==> src/rtl/cache_write_combine_ctrl.sv <==
// Write-combining controller: merges word stores into a 128-bit line buffer and
// drains it to the D-cache as one masked line write.
//
// state | meaning
// IDLE  | buffer empty, any store accepted and starts a new line
// MERGE | partial line held, same-line stores merged
// DRAIN | line write presented to cache, waiting for m_ready
module cache_write_combine_ctrl #(
   parameter int TIMEOUT = 16,
   parameter int CNT_W   = 5
) (
   input  logic         clk,
   input  logic         rstn,
   input  logic         p_req,
   output logic         p_ready,
   input  logic [31:0]  p_addr,
   input  logic [3:0]   p_w_en,
   input  logic [31:0]  p_wdata,
   input  logic         flush,
   output logic         idle,
   output logic         m_valid,
   input  logic         m_ready,
   output logic [31:0]  m_addr,
   output logic [127:0] m_data,
   output logic [15:0]  m_strb
);

   typedef enum logic [1:0] {IDLE = 2'd0, MERGE = 2'd1, DRAIN = 2'd2} state_t;

   state_t         state, state_next;
   logic [127:0]   line_data, merged_data;
   logic [15:0]    strb, merged_strb;
   logic [27:0]    tag;
   logic [CNT_W-1:0] cnt;
   logic           drain_pend;
   logic           accept, store_eff, tag_hit, line_full, timeout_hit, go_drain;
   logic           unused_addr_bits;

   assign unused_addr_bits = ^p_addr[1:0];

   assign tag_hit     = (p_addr[31:4] == tag);
   assign accept      = p_req & p_ready;
   assign store_eff   = accept & (p_w_en != 4'h0);
   assign line_full   = (merged_strb == 16'hFFFF);
   assign timeout_hit = (TIMEOUT != 0) && !accept && (cnt == CNT_W'(TIMEOUT - 1));

   // Byte placement: word offset selects the 4-byte lane, mask selects bytes within it.
   always_comb begin
      merged_data = line_data;
      merged_strb = strb;
      if (accept) begin
         for (int b = 0; b < 4; b++) begin
            if (p_w_en[b]) begin
               merged_data[{p_addr[3:2], 2'(b), 3'b000} +: 8] = p_wdata[8*b +: 8];
               merged_strb[{p_addr[3:2], 2'(b)}]              = 1'b1;
            end
         end
      end
   end

   assign go_drain = drain_pend | line_full | flush | (p_req & ~tag_hit) | timeout_hit;

   always_ff @(posedge clk or negedge rstn) begin
      if (!rstn) state <= IDLE;
      else       state <= state_next;
   end

   always_comb begin
      state_next = state;
      case (state)
         IDLE:    if (store_eff) state_next = MERGE;
         MERGE:   if (go_drain) state_next = DRAIN;
         DRAIN:   if (m_ready) state_next = IDLE;
         default: state_next = IDLE;
      endcase
   end

   always_comb begin
      p_ready = 1'b0;
      idle    = 1'b0;
      case (state)
         IDLE:    begin p_ready = 1'b1; idle = 1'b1; end
         MERGE:   p_ready = tag_hit;
         default: p_ready = 1'b0;
      endcase
   end

   always_ff @(posedge clk or negedge rstn) begin
      if (!rstn) begin
         line_data  <= '0;
         strb       <= '0;
         tag        <= '0;
         cnt        <= '0;
         drain_pend <= 1'b0;
         m_valid    <= 1'b0;
         m_addr     <= '0;
         m_data     <= '0;
         m_strb     <= '0;
      end else begin
         case (state)
            IDLE: begin
               cnt <= '0;
               if (store_eff) begin
                  tag        <= p_addr[31:4];
                  line_data  <= merged_data;
                  strb       <= merged_strb;
                  // Flush or full line on the opening store drains one cycle later.
                  drain_pend <= flush | line_full;
               end
            end
            MERGE: begin
               drain_pend <= 1'b0;
               if (accept) begin
                  line_data <= merged_data;
                  strb      <= merged_strb;
                  cnt       <= '0;
               end else begin
                  cnt <= cnt + 1'b1;
               end
               if (go_drain) begin
                  m_valid <= 1'b1;
                  m_addr  <= {tag, 4'b0000};
                  m_data  <= merged_data;
                  m_strb  <= merged_strb;
               end
            end
            DRAIN: begin
               if (m_ready) begin
                  line_data <= '0;
                  strb      <= '0;
                  cnt       <= '0;
                  m_valid   <= 1'b0;
                  m_addr    <= '0;
                  m_data    <= '0;
                  m_strb    <= '0;
               end
            end
            default: ;
         endcase
      end
   end

endmodule

==> config.mk <==
export PLATFORM = sky130hd
export DESIGN_NAME = cache_write_combine_ctrl
export DESIGN_NICKNAME = d
export VERILOG_FILES = /design/src/rtl/cache_write_combine_ctrl.sv
export SDC_FILE = /design/constraint.sdc
export NUM_CORES = 1
export LEC_CHECK = 0
export CORE_ASPECT_RATIO = 0.75
export CORE_MARGIN = 2
export CORE_UTILIZATION = 40
export DETAILED_ROUTE_END_ITERATION = 8
export PLACE_DENSITY = 0.67
export SKIP_LAST_GASP = 1
export SLEW_MARGIN = 20
export SYNTH_ARGS = -nofsm -noshare
export SYNTH_HDL_FRONTEND = slang
export SYNTH_SLANG_ARGS = --single-unit
==> constraint.sdc <==
create_clock -name clk -period 3.4 [get_ports clk]
set_input_delay 0.34 -clock clk [delete_from_list [all_inputs] [get_ports clk]]
set_output_delay 0.34 -clock clk [all_outputs]
set_load 0.02 [all_outputs]
==> out/qor.yml, run 1 <==
sta:
  setup_violations: 0
  max_freq_mhz: 315
  post-route-min-period_ps: 3180
  rsz0062_at_grt: "no"
  tns_ps: 0
  worst_pin_slew_ps: 1010
  skew_ps: 20.7
  slew_viol_final: 0
  hold_viol_final: 0
  fin_crit_sh: 0.934
  slew-limit-headroom: 0.321
  timing.hold.ws_ps: 377
floorplan:
  pin_count: 252
  initial_utilization: 0.403
  die_y_um: 176
  fp.dieW_um: 234
  core.rowCount: 63
  die-area_um2: 41200
  core_um2: 39300
min_path:
  hold_class: "in2async"
clock_network:
  cts_made_buffers: 37
  post_cts_buffers: 0
  cts_root_buffer: "clkbuf_16"
  clk_path_buf_depth: 3
  cts_tree: "built"
  path_clk_slew_ps: 60
  cts.sinks: 353
  worstSkewPairLatency_ps: 550
  htree_levels: 2
place:
  hpwl_mm: 32.3
  io_buffers: 245
  finalWeightedCongestion: 0.891
  dp.cells: 2093
pwr:
  total_power_uw: 18000
  peakVddDrop_uv: 390
  power_density_nw_per_um2: 866
  power_leakage_uw: 0.00927
logic_synthesis:
  synth_top_area_share: 0.558
  ys_ff_latch: 353
  synth-simple-area-share: 0.0892
  synth_edf_count: 0
  synth_top_area_cell: "dfrtp_1"
  synthCells: 1320
  synth_top_family_by_area: "compound AO/OA/AOI/OAI gates"
  synth_area_um2: 15800
  synth_warnings: 0
  synth_ff_type: "dfrtp_1"
  synth.area.top_cells: "dfrtp_1 (56%), mux2_2 (7.1%), mux2_1 (4.9%)"
  ys_seq_area_frac: 0.558
  yosys.area_share.adder: 0.00790
  synthDistinctLibCells: 67
  synthMuxAreaShare: 0.127
  async_flop_share: 1.00
  synth_compound_area_frac: 0.167
  synth.avg_cell_area_um2: 12.0
  synth_xor_area_frac: 0.0155
setup_path:
  cp-start-kind: "register"
  cp.required_ps: 3850
  cp-end-kind: "register"
  critPathMaxFanout: 16
  worstSetupPathType: "reg2reg"
  arrival_ps: 3630
global_routing:
  grt_pass1_vias: 12227
  groute.usage.overall: 0.225
  overflow: 0
  grt_antenna_before_repair: 3
  grt_first_pass_wirelength_mm: 72.0
  grt_max_degree: 82
route:
  viasPerCell: 5.67
  wirelength_mm: 46.2
  vias: 12242
  wl_per_cell_um: 21.4
  first_pass_iters: 5
  route.detailed.drc: 0
  ant_nets: 0
  drtIter0Drc: 1013
flow_run:
  drv_cap: 0
cells_and_area:
  final_cells: 2160
  fin_nets: 1697
  layout-drive-gt1-share: 0.176
  area_growth_pct: 31.1
status:
  status: "complete, no violations"
==> worst max-delay path, cell delays in order (launching register included) <==
cell and delay [ps]:
dfrtp_1 420, xnor2_1 170, nand4_1 270, nor4_4 290, buf_4 180, nand4_1 180
a311oi_2 310, o2111ai_2 250, a21oi_4 220, buf_12 200, buf_12 160, buf_4 220
a2bb2oi_1 200
==> state kept, by name, indices dropped and copies added (netlist names) <==
signal / cells
strb: 16
m_data: 128
tag: 28
m_addr: 28
m_strb: 16
cnt: 5
line_data: 128
m_valid: 1
state: 2
drain_pend: 1
==> final cells by class <==
| cell class | instances | area (um2) |
|---|---|---|
| inverter | 16 | 60.1 |
| antenna | 1 | 2.50 |
| fill | 3365 | 18500 |
| clock buffer | 53 | 1070 |
| clock inverter | 11 | 138 |
| sequential | 353 | 8830 |
| tap | 520 | 651 |
| multi-input combinational | 854 | 6500 |
| timing repair buffer | 352 | 3510 |
==> placed cells by master (no fill, tap or decap), drive strengths merged, types with 26 or more instances in the layout <==
| cell type | count |
|---|---|
| nand3 | 31 |
| a22o | 69 |
| a21oi | 66 |
| a22oi | 26 |
| dfrtp | 353 |
| clkdlybuf4s50 | 243 |
| nand2 | 99 |
| buf | 107 |
| o21ai | 37 |
| clkbuf | 53 |
| a221oi | 40 |
| a2bb2oi | 40 |
| mux2 | 169 |
| nor2 | 63 |
==> cell families after synthesis <==
logic type      Yosys count
fa+ha+maj                10
simple gates            280
buf+inv                 116
other cells               1
mux                     180
compound gates          352
xor+xnor                 28
flops                   353
==> cells in the mapped netlist (11+ instances only) <==
cell       instances
buf_4             11
xnor2_1           24
dfrtp_1          353
buf_2             21
inv_1             14
a22oi_1           26
a21oi_1           65
o21ai_0           33
o2bb2ai_1         16
mux2_2           100
a31oi_1           15
mux2_1            69
nand2_1           99
nor2_1            63
nand3_1           31
clkbuf_1          56
a221oi_1          40
mux2i_1           11
nand4_1           24
and3_1            12
a2bb2oi_1         40
a22o_1            69
==> timing repair <==
item,in CTS,in global routing
setup endpoints to repair,1,0
gates resized for setup,1,0
hold endpoints to repair,64,0
hold buffers,1,0
==> power breakdown <==
part	leakage (uW)	internal, uW	switching (uW)
Clock	0.000596	2420	1700
Combinational	0.00398	3600	3890
Sequential	0.00469	5520	864
==> final timing paths <==
path / startpoint / end / slack, ps / cells past startpoint
max in group asynchronous: rstn / line_data[102] / 2170 / 3
hold reg to reg: line_data[31] / line_data[31] / 470 / 2
setup / recovery: tag[4] / m_data[37] / 220 / 12
hold / removal: rstn / line_data[76] / 380 / 2
setup reg to reg: tag[4] / m_data[37] / 220 / 12
min in group clk: p_addr[25] / tag[21] / 470 / 2
==> per-stage QoR <==
stage	utilization	setup WS, ps	instance area, um2
floorplan	-	437	15900
CTS	0.528	237	20700
global placement	0.497	-95.9	19500
finish	0.529	223	20800
global route	0.529	12.1	20800
detailed placement	0.497	-159	19500
==> layer usage <==
layer  up-vias  part of all wire  track usage
li1       5499                 -            -
met1      6201              0.44        0.319
met2       455              0.46        0.348
met3        83             0.073       0.0504
met4         4             0.023       0.0633
met5         -           0.00043            0
(Power assumes the default switching activity.)
==> run 2: changes to the inputs <==
--- a/config.mk
+++ b/config.mk
@@ -5,7 +5,6 @@
 export SDC_FILE = /design/constraint.sdc
 export NUM_CORES = 1
 export LEC_CHECK = 0
-export CORE_ASPECT_RATIO = 0.75
 export CORE_MARGIN = 2
 export CORE_UTILIZATION = 40
 export DETAILED_ROUTE_END_ITERATION = 8
==> run 2 against run 1 <==
Via count decreased by 1.2%. Sequential share of layout area unchanged. Total power is 0.31% higher. Routed wire length decreased by 1.7%. Non-clock buffer count fell by 7. Critical path depth shrank 5. Setup slack gained 130 ps. Flip-flop and latch count unchanged. Sequential power grew 0.6%. Register-to-register slack better by 150 ps. Critical endpoint is now p_ready. Largest power group unchanged.
==> out/qor.yml, run 2 (synthesized netlist as in run 1, its figures left out) <==
global_routing:
  grt_antenna_before_repair: 1
  grt_pass1_vias: 12253
  grt_first_pass_wirelength_mm: 71.3
  grt_max_degree: 88
  groute.usage.overall: 0.221
  overflow: 0
setup_path:
  path_buf_inv: 2
  cp.depth: 7
  critPathSlowestCell: "clkdlybuf4s50_1"
  cp-end-kind: "output pin"
  slowest_delay_ps: 670
  critPathMaxFanout: 6
  crit_path_cell_trace: "xnor2_1, nand4_1, nor4_4, buf_4, nand3_1, a21oi_1, clkdlybuf4s50_1"
  worstSetupPathType: "reg2out"
  rr_worst_depth: 11
  cp_top_family: "buffers and inverters"
  arrival_ps: 2710
  cp.required_ps: 3060
  cp-start-kind: "register"
sta:
  rsz0062_at_grt: "no"
  slew-limit-headroom: 0.289
  max_freq_mhz: 328
  hold_viol_final: 0
  setup_violations: 0
  worst_slack_ps: 350
  worst_pin_slew_ps: 1060
  skew_ps: 8.06
  post-route-min-period_ps: 3050
  fin_crit_sh: 0.897
  slew_viol_final: 0
cells_and_area:
  final_cells: 2156
  top_regs: "line_data x128, m_data x128"
  fillers: 3312
  area_growth_pct: 31.1
  layout-drive-gt1-share: 0.175
  layout_commonest_cell: "dfrtp_1"
  final_cell_mix: "dfrtp_1 (353), clkdlybuf4s50_1 (244), mux2_2 (100)"
  fin_nets: 1693
floorplan:
  core.rowCount: 72
  die-area_um2: 41200
  fp.dieW_um: 203
  core_um2: 38800
  initial_utilization: 0.408
  pin_count: 252
  die_y_um: 203
route:
  vias: 12092
  wl_per_cell_um: 21.1
  first_pass_iters: 5
  drtIter0Drc: 775
  wirelength_mm: 45.4
  ant_nets: 0
  viasPerCell: 5.61
  route.detailed.drc: 0
pwr:
  power_leakage_uw: 0.00927
  power_density_nw_per_um2: 869
  peakVddDrop_uv: 438
place:
  post-place-ws_ps: -56.0
  io_buffers: 245
  hpwl_mm: 31.9
  finalWeightedCongestion: 0.842
  dp.cells: 2085
flow_run:
  drv_cap: 0
clock_network:
  cts_resized: 0
  cts_tree: "built"
  cts_made_buffers: 40
  clk_path_buf_depth: 3
  worstSkewPairLatency_ps: 530
  path_clk_slew_ps: 60
  cts_root_buffer: "clkbuf_16"
  cts.sinks: 353
  htree_levels: 2
min_path:
  hold_class: "in2async"
status:
  status: "complete, no violations"
-- run 2: changes by cell type in the layout (fill, tap and decap cells not counted), sizes merged --
cell           before  now
dlygate4sd2         1    0
clkinv              8   10
clkbuf             53   58
buf               107  100
inv                16   14
clkdlybuf4s50     243  244
-- run 2: stage by stage --
| stage | TNS (ps) | utilization | hold WS [ps] | area (um2) | power, uW |
|---|---|---|---|---|---|
| detailed placement | -2250 | 0.501 | 413 | 19500 | 13900 |
| CTS | 0 | 0.535 | 442 | 20800 | 18200 |
| global route | 0 | 0.535 | 459 | 20800 | 19000 |
| floorplan | 0 | - | 44.4 | 15900 | 10600 |
| finish | 0 | 0.535 | 413 | 20800 | 18000 |
| global placement | -1160 | 0.501 | 410 | 19500 | 13700 |
-- run 2: metal layers --
metal,routed length (um),part of all wire,track usage
met1,20100,0.44,0.304
met2,21500,0.47,0.354
met3,2410,0.053,0.0361
met4,1420,0.031,0.0811
met5,0,0,0
-- run 2: worst paths after layout --
check                         startpoint       endpoint  slack, ps
min in group clk           line_data[25]  line_data[25]        470
hold / removal                      rstn     m_data[89]        410
max in group asynchronous           rstn  line_data[16]       1920
hold reg to reg            line_data[25]  line_data[25]        470
setup reg to reg                 tag[27]    m_data[102]        370
setup / recovery                 tag[27]        p_ready        350
-- run 2: area by class of cell --
type,count,area [um2],share of cell area
sequential,353,8830,0.425
inverter,16,60.1,0.00289
antenna,1,2.50,0.000121
tap,518,648,0.0312
timing repair buffer,345,3420,0.165
clock inverter,11,138,0.00663
clock buffer,58,1160,0.0559
multi-input combinational,854,6500,0.313
-- run 2: power by group --
part / switching (uW) / leakage (uW) / internal (uW)
Combinational: 3780 / 0.00394 / 3570
Sequential: 901 / 0.00469 / 5520
Clock: 1690 / 0.000641 / 2590
Total: 6360 / 0.00927 / 11700
-- run 2: timing repair --
item | in CTS | in global routing
setup buffers | 0 | 0
hold endpoints to repair | 81 | 0
hold buffers | 1 | 0
-- run 2: worst register-to-register path, stage by stage, from the launching register on --
cell and delay, ps:
dfrtp_1 400, xnor2_1 190, nand4_1 180, nor4_4 290, buf_4 190, nand4_1 170
a311oi_2 310, o2111ai_2 220, a21oi_4 250, buf_4 220, buf_12 150, mux2_1 340
